==> config.mk <==
export PLATFORM = sky130hd
export DESIGN_NAME = conf_int_add__pipe__multi_lvl
export DESIGN_NICKNAME = d
export VERILOG_FILES = /design/src/rtl/conf_int_add_pkg.sv /design/src/rtl/conf_int_add__pipe__apx_core.sv /design/src/rtl/conf_int_add__pipe__multi_lvl.sv
export SDC_FILE = /design/constraint.sdc
export NUM_CORES = 1
export LEC_CHECK = 0
export CAP_MARGIN = 10
export CORE_MARGIN = 2
export CORE_UTILIZATION = 40
export DETAILED_ROUTE_END_ITERATION = 10
export HOLD_SLACK_MARGIN = 0.03
export PLACE_DENSITY = 0.72
export RECOVER_POWER = 50
export SLEW_MARGIN = 10
export SYNTH_ARGS = -nofsm -noshare
export SYNTH_HDL_FRONTEND = slang
export SYNTH_HIERARCHICAL = 1
export SYNTH_SLANG_ARGS = --single-unit
==> constraint.sdc <==
create_clock -name clk -period 4 [get_ports clk]
set_input_delay 1.2 -clock clk [delete_from_list [all_inputs] [get_ports clk]]
set_output_delay 1.2 -clock clk [all_outputs]
set_load 0.05 [all_outputs]
==> src/rtl/conf_int_add_pkg.sv <==
// Shared geometry, level/truncation types and helpers for the multi-level approximate adder.
package conf_int_add_pkg;

   localparam int unsigned DATA_PATH_BITWIDTH = 16;
   localparam int unsigned APX_STEP           = 4;
   localparam int unsigned NUM_LVLS           = 4;
   localparam int unsigned LW        = (NUM_LVLS > 1) ? $clog2(NUM_LVLS) : 1;
   localparam int unsigned MAX_TRUNC = (NUM_LVLS - 1) * APX_STEP;
   localparam int unsigned TW        = (MAX_TRUNC > 0) ? $clog2(MAX_TRUNC + 1) : 1;

   typedef logic [LW-1:0] lvl_t;
   typedef logic [TW-1:0] trunc_t;

   typedef struct packed {
      logic [DATA_PATH_BITWIDTH-1:0] a;
      logic [DATA_PATH_BITWIDTH-1:0] b;
      lvl_t                          lvl;
   } beat_t;

   function automatic trunc_t lvl2trunc(lvl_t lvl);
      return TW'(32'(lvl) * APX_STEP);
   endfunction

   // Accurate select overrides the request; out-of-range requests saturate to the top level.
   function automatic lvl_t clamp_lvl(lvl_t apx_lvl, logic acc__sel);
      if (acc__sel)
         return '0;
      if (32'(apx_lvl) > NUM_LVLS - 1)
         return LW'(NUM_LVLS - 1);
      return apx_lvl;
   endfunction

   function automatic logic [DATA_PATH_BITWIDTH-1:0] mask_lsb(logic [DATA_PATH_BITWIDTH-1:0] x,
                                                              trunc_t t);
      return x & ~((DATA_PATH_BITWIDTH'(1) << t) - DATA_PATH_BITWIDTH'(1));
   endfunction

endpackage

==> src/rtl/conf_int_add__pipe__apx_core.sv <==
// Combinational masked adder: drops trunc LSBs of both operands, extends, adds into W+1 bits.
module conf_int_add__pipe__apx_core #(
   parameter int unsigned W           = 16,
   parameter int unsigned SIGNED_MODE = 1,
   parameter int unsigned TW          = 4
) (
   input  logic [W-1:0]  a,
   input  logic [W-1:0]  b,
   input  logic [TW-1:0] trunc,
   output logic [W:0]    sum
);

   logic [W-1:0] mask;
   logic [W-1:0] am;
   logic [W-1:0] bm;
   logic         a_ext;
   logic         b_ext;

   assign mask  = ~((W'(1) << trunc) - W'(1));
   assign am    = a & mask;
   assign bm    = b & mask;
   assign a_ext = (SIGNED_MODE != 0) ? am[W-1] : 1'b0;
   assign b_ext = (SIGNED_MODE != 0) ? bm[W-1] : 1'b0;
   assign sum   = {a_ext, am} + {b_ext, bm};

endmodule

==> src/rtl/conf_int_add__pipe__multi_lvl.sv <==
// Two-stage valid/ready pipelined adder with per-beat accuracy level and saturating approx counter.
module conf_int_add__pipe__multi_lvl
   import conf_int_add_pkg::*;
#(
   parameter int unsigned SIGNED_MODE  = 1,
   parameter int unsigned CNT_BITWIDTH = 16
) (
   input  logic                          clk,
   input  logic                          rst,
   input  logic                          in_valid,
   output logic                          in_ready,
   input  logic [DATA_PATH_BITWIDTH-1:0] a,
   input  logic [DATA_PATH_BITWIDTH-1:0] b,
   input  logic [LW-1:0]                 apx_lvl,
   input  logic                          acc__sel,
   output logic                          out_valid,
   input  logic                          out_ready,
   output logic [DATA_PATH_BITWIDTH:0]   d,
   output logic [LW-1:0]                 d_lvl,
   input  logic                          cnt_clr,
   output logic [CNT_BITWIDTH-1:0]       apx_cnt
);

   localparam int unsigned W = DATA_PATH_BITWIDTH;

   logic   run_q;
   logic   s1_v;
   beat_t  s1_q;
   logic   s1_adv;
   logic   s2_adv;
   logic   in_fire;
   logic   out_fire;
   lvl_t   in_lvl;
   trunc_t in_trunc;
   trunc_t s1_trunc;
   logic [W:0] sum_c;

   // Handshake: a stage moves when it is empty or its successor moves.
   assign s2_adv   = !out_valid || out_ready;
   assign s1_adv   = !s1_v || s2_adv;
   assign in_ready = run_q && s1_adv;
   assign in_fire  = in_valid && in_ready;
   assign out_fire = out_valid && out_ready;

   assign in_lvl   = clamp_lvl(apx_lvl, acc__sel);
   assign in_trunc = lvl2trunc(in_lvl);
   assign s1_trunc = lvl2trunc(s1_q.lvl);

   // Holds in_ready low while in reset and for the first edge after release.
   always_ff @(posedge clk or negedge rst) begin
      if (!rst) run_q <= 1'b0;
      else      run_q <= 1'b1;
   end

   always_ff @(posedge clk or negedge rst) begin
      if (!rst) begin
         s1_v <= 1'b0;
         s1_q <= '0;
      end else if (s1_adv) begin
         s1_v <= in_fire;
         if (in_fire) begin
            s1_q.a   <= mask_lsb(a, in_trunc);
            s1_q.b   <= mask_lsb(b, in_trunc);
            s1_q.lvl <= in_lvl;
         end
      end
   end

   conf_int_add__pipe__apx_core #(
      .W          (W),
      .SIGNED_MODE(SIGNED_MODE),
      .TW         (TW)
   ) u_core (
      .a    (s1_q.a),
      .b    (s1_q.b),
      .trunc(s1_trunc),
      .sum  (sum_c)
   );

   always_ff @(posedge clk or negedge rst) begin
      if (!rst) begin
         out_valid <= 1'b0;
         d         <= '0;
         d_lvl     <= '0;
      end else if (s2_adv) begin
         out_valid <= s1_v;
         if (s1_v) begin
            d     <= sum_c;
            d_lvl <= s1_q.lvl;
         end
      end
   end

   // Clear takes priority over a same-cycle approximate delivery.
   always_ff @(posedge clk or negedge rst) begin
      if (!rst)
         apx_cnt <= '0;
      else if (cnt_clr)
         apx_cnt <= '0;
      else if (out_fire && (d_lvl != '0) && (apx_cnt != '1))
         apx_cnt <= apx_cnt + CNT_BITWIDTH'(1);
   end

endmodule

==> summary.txt, run 1 <==
Run status
  – Status: complete, but fails checks
  – Failing checks: max-capacitance violations, max-slew violations

Place
  – Input/output buffers: 76
  – Post-DP Area: 5263 sq um
  – Post-DP HPWL: a little over 7000 um
  – Routability cong.: ~0.87
  – Post-Place Setup Slack: 0.5691 ns

STA
  – Worst-Margin Slew: 1.822 ns
  – Final setup margin: 0.4364 ns
  – Final hold viol count: 0
  – Hold Slack: about 0.48 ns
  – Skew final: 0.009270 ns
  – Max frequency: 280.6 MHz
  – Post-route setup TNS: 0 ns
  – Fin crit share: approximately nine tenths
  – Worst rel slew slack: -21.45%
  – RSZ-0062 raised after global routing: false
  – Post-layout minimum cycle time: 3.564 ns
  – Fin. max-slew vios: 35
  – # setup viols final: 0

Die
  – Die ar.: between 10000 and 15000 sq um
  – Die Wd: 108.1 um
  – IO Count: 77
  – Die height: 108.1 um
  – Initial Util: 40.51%
  – Core area: 10700 sq um
  – Row Count: 38

Critical path
  – Worst r2r path cells: 13
  – CP Max Fanout: 4
  – Reg2reg end: d[15]$_DFFE_PN0P_
  – RR Startpoint: s1_q[1]$_DFFE_PN0P_
  – CP Launch Type: input pin
  – Crit path arrival time: 2.36 ns
  – Worst EP required: approximately 2.8 ns
  – Crit. End Element: primary output
  – Flop2flop setup slack: between 0.5 and 0.6 ns
  – WS Path Type: input pin to primary output

Min path
  – Worst Hold Path Cells: 2
  – Hold Path Class: flip-flop to flip-flop
  – WHS Endpoint: s1_q[20]$_DFFE_PN0P_
  – Hold path startpoint: s1_q[20]$_DFFE_PN0P_

Global route
  – Initial antenna violation count: 0
  – Global route overflow: 0
  – Global Route Usage Sum: between 10% and 20%
  – Largest net degree at the start of global routing: 49
  – Vias in the first global route: 3450
  – First-pass GRT wire length: about 16000 um

Logic synthesis
  – Synth warn: 6
  – Synth top area share: 41.57%
  – Syn_area_per_cell: 9.301 sq um
  – Post-synth EDFFs: 0
  – Sequential share of the synthesized area: roughly two fifths
  – Mapped Cells: approximately 470
  – Count of cell types in the netlist: between 60 and 70
  – #FFs+latches synth: 72
  – Largest cells by area after synthesis: dfrtp_1, mux2_2, nand2_1
  – Asr flop ratio synth: between 90% and 100%
  – Leading register cell type out of synthesis: dfrtp_1
  – Yosys top cell by area: dfrtp_1
  – Mapped cell area: 4334 sq um

Routing
  – Iteration-0 DRC Markers: 137
  – # DRC: 0
  – Final WL: approximately 9600 um
  – Via count: between 3000 and 4000
  – Via/cell ratio: 5.219
  – Antenna-violating nets left: 0
  – TritonRoute pass-1 iters: 5
  – Avg WL per Cell: about 14 um

Power and ir drop
  – Worst VDD drop: 0.0002777 V
  – Pwr Density: 493.2 nW/um^2
  – Overall power: 2.694 mW
  – Total leakage power: 2.409 nW

Finish
  – Area Growth Syn to Fin: 26.01%
  – Final instance area: 5461 sq um
  – ANT cells: 0
  – Most common cell after layout, fill and taps aside: dfrtp_1
  – Share of cells above drive strength 1: 12.04%
  – # nets final: 603
  – Commonest non-fill, non-tap cells in the layout: dfrtp_1, nand2_1, clkdlybuf4s50_1, o21ai_0, mux2_2

CTS
  – Post-CTS Setup Inserts: 0
  – Sink Count: between 70 and 80
  – CTS tree: yes
  – Worst skew pair latency: 0.36 ns
  – CTS buffer count: 9
  – H-tree Lvls: 3
  – Clock transition at the registers of the reported paths: 0.07 ns
  – Clk root buf: clkbuf_8
  – Clock tree buffer depth: 2
  – Hold buffers post-CTS: 0
  – CTS resizes: 0

Job
  – Max_cap viols: 1
==> sequential cells by signal, indices dropped and copies added (netlist names) <==
signal,flops
s1_q,34
apx_cnt,16
out_valid,1
run_q,1
d_lvl,2
d,17
s1_v,1
==> report_power, final <==
group | switching [mW] | leakage (nW) | internal [mW] | total [mW]
clock network | 0.272 | 0.112 | 0.381 | 0.653
registers | 0.0739 | 0.923 | 0.863 | 0.937
logic | 0.663 | 1.37 | 0.441 | 1.10
total | 1.01 | 2.41 | 1.69 | 2.69
==> cells by family after synthesis <==
| group | after synthesis | synth area share [%] |
|---|---|---|
| simple gates | 193 | 24.22 |
| fa+ha+maj | 19 | 5.658 |
| other cells | 2 | 0.1733 |
| xor+xnor | 12 | 2.425 |
| compound gates | 109 | 15.16 |
| mux | 31 | 8.112 |
| buf+inv | 28 | 2.685 |
| flops | 72 | 41.57 |
==> per-stage QoR <==
| stage | util (%) | instances |
|---|---|---|
| global route | 51.05 | 688 |
| detailed placement | 49.19 | 673 |
| floorplan | - | 472 |
| finish | 51.05 | 688 |
| global placement | 49.19 | 673 |
| CTS | 51.25 | 688 |
==> worst max-delay path, cell delays in order <==
cell and delay (ns):
dlygate4sd3_1 0.58, nand3b_1 0.22, and2_1 0.21, buf_12 0.15
==> area by class of cell <==
| type | instances | area (sq um) |
|---|---|---|
| clock buffer | 12 | 155.1 |
| clock inverter | 3 | 65.06 |
| fill | 1012 | 5236 |
| inverter | 9 | 33.78 |
| multi-input combinational | 372 | 2439 |
| sequential | 72 | 1802 |
| tap | 140 | 175.2 |
| timing repair buffer | 80 | 792.0 |
==> how the worst max path moves through the flow <==
| stage | cells past startpoint | end | from | slack [ns] |
|---|---|---|---|---|
| after CTS | 4 | in_ready | out_ready | 0.55 |
| after floorplan | 14 | d[15]$_DFFE_PN0P_ | s1_q[0]$_DFFE_PN0P_ | 0.93 |
| final | 4 | in_ready | out_ready | 0.44 |
| after global routing | 13 | d[15]$_DFFE_PN0P_ | s1_q[1]$_DFFE_PN0P_ | 0.25 |
| after global placement | 4 | in_ready | out_ready | 0.57 |
| after detailed placement | 4 | in_ready | out_ready | 0.57 |
==> metal layers <==
metal  GRT usage, %  share of wire (%)  vias up
li1               -                  -     1811
met1          24.32                 49     1686
met2          26.59                 45       85
met3          2.471                4.3        9
met4          7.784                1.6        0
met5              0                  0        -
==> cell usage after synthesis (4+ instances only) <==
| library cell | number |
|---|---|
| mux2_2 | 29 |
| and3_1 | 5 |
| dfrtp_1 | 72 |
| xor2_1 | 4 |
| inv_1 | 9 |
| ha_1 | 18 |
| clkbuf_1 | 13 |
| nand3_1 | 15 |
| nor2_1 | 19 |
| o31ai_1 | 5 |
| a21oi_1 | 27 |
| xnor2_1 | 8 |
| nand2_1 | 71 |
| or4_1 | 4 |
| o21ai_0 | 46 |
| nand2b_1 | 8 |
| o21a_1 | 5 |
| nor2b_1 | 7 |
| and2_1 | 22 |
| nor3_1 | 6 |
No activity file was read; power rests on OpenSTA's default activity.
==> run 2: changes to the inputs <==
Clock period 4 ns to 3.3 ns, I/O delays scaled along.
==> summary.txt, run 2 (synthesis gave the netlist of run 1 again) <==
Place
  – Routability cong.: 0.8780
  – Post-DP HPWL: 7421 um
  – Input/output buffers: 76
  – Post-Place Setup Slack: 0.07247 ns

Finish
  – Top flop regs: s1_q (34), d (17), apx_cnt (16)
  – Final Util: around half
  – # nets final: 605
  – Area Growth Syn to Fin: 26.65%
  – ANT cells: 0
  – Commonest non-fill, non-tap cells in the layout: dfrtp_1, clkdlybuf4s50_1, nand2_1, o21ai_0, mux2_2
  – Largest register by flop count: s1_q
  – Max FFs per register: 34
  – Share of cells above drive strength 1: 12.70%

Routing
  – TritonRoute pass-1 iters: 4
  – Via/cell ratio: 5.137
  – Via count: 3550
  – Iteration-0 DRC Markers: around 130
  – # DRC: 0
  – Antenna-violating nets left: 0
  – Final WL: slightly below 10000 um
  – Avg WL per Cell: 14.01 um

Power and ir drop
  – Switching Power: 1.234 mW
  – Total leakage power: 2.412 nW
  – Switching share of power: 38.18%
  – Pwr Density: 588.9 nW/um^2
  – Clk pwr share: 23.1%
  – Worst VDD drop: 0.0002430 V
  – Internal Power: 1.998 mW
  – Overall power: between 3 and 4 mW
  – Part of the power in combinational logic: 41.8%
  – Sequential Power Share: 35.2%

Critical path
  – Reg2reg end: d[15]$_DFFE_PN0P_
  – Worst r2r path cells: 13
  – RR Startpoint: s1_q[1]$_DFFE_PN0P_
  – CP Max Fanout: 4
  – WS Path Type: input pin to primary output
  – Worst EP required: 2.31 ns
  – Flop2flop setup slack: roughly 0.17 ns
  – Crit. End Element: primary output
  – CP Launch Type: input pin
  – Crit path arrival time: between 2 and 2.5 ns

Run status
  – Status: complete, but fails checks
  – Failing checks: max-capacitance violations, max-slew violations

CTS
  – Hold buffers post-CTS: 0
  – Clock transition at the registers of the reported paths: roughly 0.07 ns
  – CTS buffer count: 9
  – Sink Count: 72
  – CTS tree: yes
  – Clk root buf: clkbuf_8
  – Worst skew pair latency: 0.36 ns
  – Clock tree buffer depth: 2
  – H-tree Lvls: 3

STA
  – Post-route setup TNS: 0 ns
  – Fin crit share: 94.92%
  – RSZ-0062 raised after global routing: false
  – Final setup margin: 0.1677 ns
  – # setup viols final: 0
  – Skew final: 0.007766 ns
  – Worst-Margin Slew: 1.899 ns
  – Final hold viol count: 0
  – Post-layout minimum cycle time: 3.132 ns
  – Worst rel slew slack: -26.57%
  – Fin. max-slew vios: 33
  – Max frequency: 319.2 MHz

Global route
  – Global route overflow: 0
  – First-pass GRT wire length: approximately 16000 um
  – Most Crowded Layer GR: met2
  – Vias in the first global route: 3435
  – Largest net degree at the start of global routing: 51
  – Grt met1 use: about a quarter
  – Global Route Usage Sum: between 10% and 20%
  – Met3 usage: approximately 3.3%
  – Initial antenna violation count: 0
  – Met2 global-route usage: 27.36%

Die
  – Row Count: 38
  – Die height: 108.1 um
  – IO Count: 77
  – Initial Util: between 40% and 50%
  – Die ar.: 11680 sq um
  – Die Wd: 108.1 um
  – Core area: 10700 sq um

Min path
  – Hold Path Class: flip-flop to flip-flop
  – WHS Endpoint: s1_q[22]$_DFFE_PN0P_
  – Worst Hold Path Cells: 2
  – Hold path startpoint: s1_q[22]$_DFFE_PN0P_

Job
  – Max_cap viols: 1
[run 2: how the worst max path moves through the flow]
stage / startpoint / endpoint / slack (ns) / cells past startpoint
finish: out_ready / in_ready / 0.17 / 4
global route: s1_q[1]$_DFFE_PN0P_ / d[15]$_DFFE_PN0P_ / 0.002 / 13
CTS: s1_q[1]$_DFFE_PN0P_ / d[15]$_DFFE_PN0P_ / 0.04 / 13
detailed placement: s1_q[1]$_DFFE_PN0P_ / d[15]$_DFFE_PN0P_ / 0.07 / 13
global placement: s1_q[1]$_DFFE_PN0P_ / d[15]$_DFFE_PN0P_ / 0.24 / 13
floorplan: s1_q[0]$_DFFE_PN0P_ / d[15]$_DFFE_PN0P_ / 0.23 / 14
[run 2: per-stage QoR]
step | instances | area [sq um] | hold WS (ns)
after floorplan | 472 | 4357 | 0.4418
after global placement | 675 | 5278 | 0.4578
after detailed placement | 675 | 5278 | 0.4651
after CTS | 691 | 5494 | 0.4825
after global routing | 691 | 5489 | 0.5115
final | 691 | 5489 | 0.4797
[run 2: repair_timing]
| item | 4_1_cts | 5_1_grt |
|---|---|---|
| endpoints found under the setup margin | 0 | 4 |
| resized for setup | 0 | 2 |
| buffers inserted | 0 | 0 |
[run 2: layout make-up]
cell class / count / area [sq um]
Clock buffer: 12 / 165.2
Sequential cell: 72 / 1802
Inverter: 9 / 33.78
Tap cell: 140 / 175.2
Fill cell: 1006 / 5209
Timing Repair Buffer: 82 / 818.3
Clock inverter: 4 / 51.30
Multi-Input combinational cell: 372 / 2444
[run 2: metal layers]
metal	vias to the layer above	part of all wire [%]	routed length, um
met4	0	1.6	158
met1	1663	49	4732
met2	65	46	4445
met5	-	0	0
met3	11	3.6	344
li1	1811	-	-
[run 2: power groups by stage]
stage	logic (mW)	clock network, mW	registers (mW)
4_1_cts	1.36	0.771	1.14
3_3_place_gp	1.33	0	1.15
5_1_grt	1.46	0.798	1.16
6_report	1.35	0.746	1.14
3_5_place_dp	1.35	0	1.16
2_1_floorplan	0.576	0	1.50
[run 2: worst max-delay path, cell delays in order]
cell           delay [ns]
dlygate4sd3_1        0.58
nand3b_1             0.21
and2_1               0.21
buf_12               0.15
==> RTL change, RTL diff (settings of run 1) <==
Register the output `apx_cnt` once more, without a reset; this adds one clock of latency there. The other outputs are not delayed to match.
--- a/src/rtl/conf_int_add__pipe__multi_lvl.sv
+++ b/src/rtl/conf_int_add__pipe__multi_lvl.sv
@@ -22,6 +22,8 @@
 );
 
    localparam int unsigned W = DATA_PATH_BITWIDTH;
+
+   logic [CNT_BITWIDTH-1:0] apx_cnt_s0;
 
    logic   run_q;
    logic   s1_v;
@@ -94,11 +96,15 @@
    // Clear takes priority over a same-cycle approximate delivery.
    always_ff @(posedge clk or negedge rst) begin
       if (!rst)
-         apx_cnt <= '0;
+         apx_cnt_s0 <= '0;
       else if (cnt_clr)
-         apx_cnt <= '0;
-      else if (out_fire && (d_lvl != '0) && (apx_cnt != '1))
-         apx_cnt <= apx_cnt + CNT_BITWIDTH'(1);
+         apx_cnt_s0 <= '0;
+      else if (out_fire && (d_lvl != '0) && (apx_cnt_s0 != '1))
+         apx_cnt_s0 <= apx_cnt_s0 + CNT_BITWIDTH'(1);
+   end
+
+   always_ff @(posedge clk) begin
+      apx_cnt <= apx_cnt_s0;
    end
 
 endmodule
Behaviour: not the same (a bounded check fails within 10 cycles, from zero or initial values and one cycle with rst low).
==> RTL change against run 1 <==
- the flow still finishes with violations (max-capacitance violations, max-slew violations)
- area after synthesis is 6.3% higher
- critical endpoint unchanged
- critical path type unchanged
- sequential cell count is 16 higher
- first-iteration DRC count stayed put
- worst setup slack worse by 0.012 ns
- largest cell class unchanged
- routed wire length is 2.1% higher
- power is 10% higher
- design area is 6.2% higher
- register-to-register slack better by 0.11 ns
- clock power is 16% higher
- critical path depth stayed put
==> RTL change: results (changes against run 1) <==
stage,metric,value,unit,change
detailed_routing,wl_met2,4410,um,+2.2%
yosys,synthTopCellsByArea,"dfrtp_1 (39%), mux2_2 (7.3%), dfxtp_1 (7.0%)",,
yosys,synth_compound_area_share,14.4,%,-0.71 points
yosys,synth_mux_area_share,7.55,%,-0.56 points
cts,clock_latency,0.34,ns,-0.02 ns
run_status,violations,"max-capacitance violations, max-slew violations",,
global_routing,grt_pass1_wl,16500,um,+2.1%
placement,gp_congestion,0.877,,+0.90%
global_routing,grtUsageTotal,16.4,%,-0.94 points
job,maxCapViolations,1,,unchanged
yosys,synth_area_per_cell,9.48,um2,+1.9%
timing,tightestPinTransition,2.43,ns,+0.607 ns
power,seq_power,1100,uW,+17%
finish,nonClkBufAreaFrac,13.8,%,-0.71 points
yosys,ys_seq_area_share,46.1,%,+4.5 points
yosys,synth_fa_ha_area_share,5.32,%,-0.34 points
run_status,outcome,"complete, but fails checks",,
yosys,synth_xor_xnor_area_share,2.09,%,-0.33 points
global_routing,grt_max_degree,62,,+27%
power,max-vdd-ir-drop,0.306,mV,+10%
detailed_routing,wl,9750,um,+2.1%
finish,drive_gt1_share,10.0,%,-2.0 points
power,p_clk_share,25.6,%,+1.4 points
placement,dp_slack,0.530,ns,-0.0391 ns
placement,place_area,5540,um2,+5.3%
power,swShare,36.4,%,-1.0 points
yosys,synth-async-reset-ratio,81.8,%,-18 points
cts,cts_root_buffer,clkbuf_16,,
finish,syn_to_final_growth,25.9,%,
floorplan,core.rowCount,39,,+2.6%
timing,drv_slew,47,,+34%
global_routing,grt_use_met2,25.4,%,-1.2 points
power,internal_power,1890,uW,+12%
detailed_routing,drtPass1Iterations,4,,-1
timing,clock_skew,0.0127,ns,+0.00345 ns
finish,largest_registers,"s1_q (34), d (17)",,
finish,clock_buffers,11,,-1
[RTL change: changes by cell type after synthesis, moves of 3 or more]
cell	run 1	this run
clkbuf_1	13	17
dfxtp_1	0	16
nand2_1	71	74
nand4_2	3	0
o31ai_1	5	8
or4_1	4	10
[RTL change: worst paths after layout]
path	startpoint	to	slack [ns]	depth (start not counted)
setup / recovery	out_ready	in_ready	0.42	4
hold / removal	apx_cnt_s0[14]$_DFFE_PN0P_	apx_cnt[14]$_DFF_P_	0.43	0
setup reg to reg	s1_q[1]$_DFFE_PN0P_	d[15]$_DFFE_PN0P_	0.69	13
hold reg to reg	apx_cnt_s0[14]$_DFFE_PN0P_	apx_cnt[14]$_DFF_P_	0.43	0
max in group asynchronous	rst	apx_cnt_s0[4]$_DFFE_PN0P_	0.77	2
min in group asynchronous	rst	d[14]$_DFFE_PN0P_	1.61	1
[RTL change: worst max-delay path, stage by stage]
cell,delay [ns]
dlygate4sd3_1,0.57
nand3b_1,0.23
and2_1,0.22
buf_12,0.15
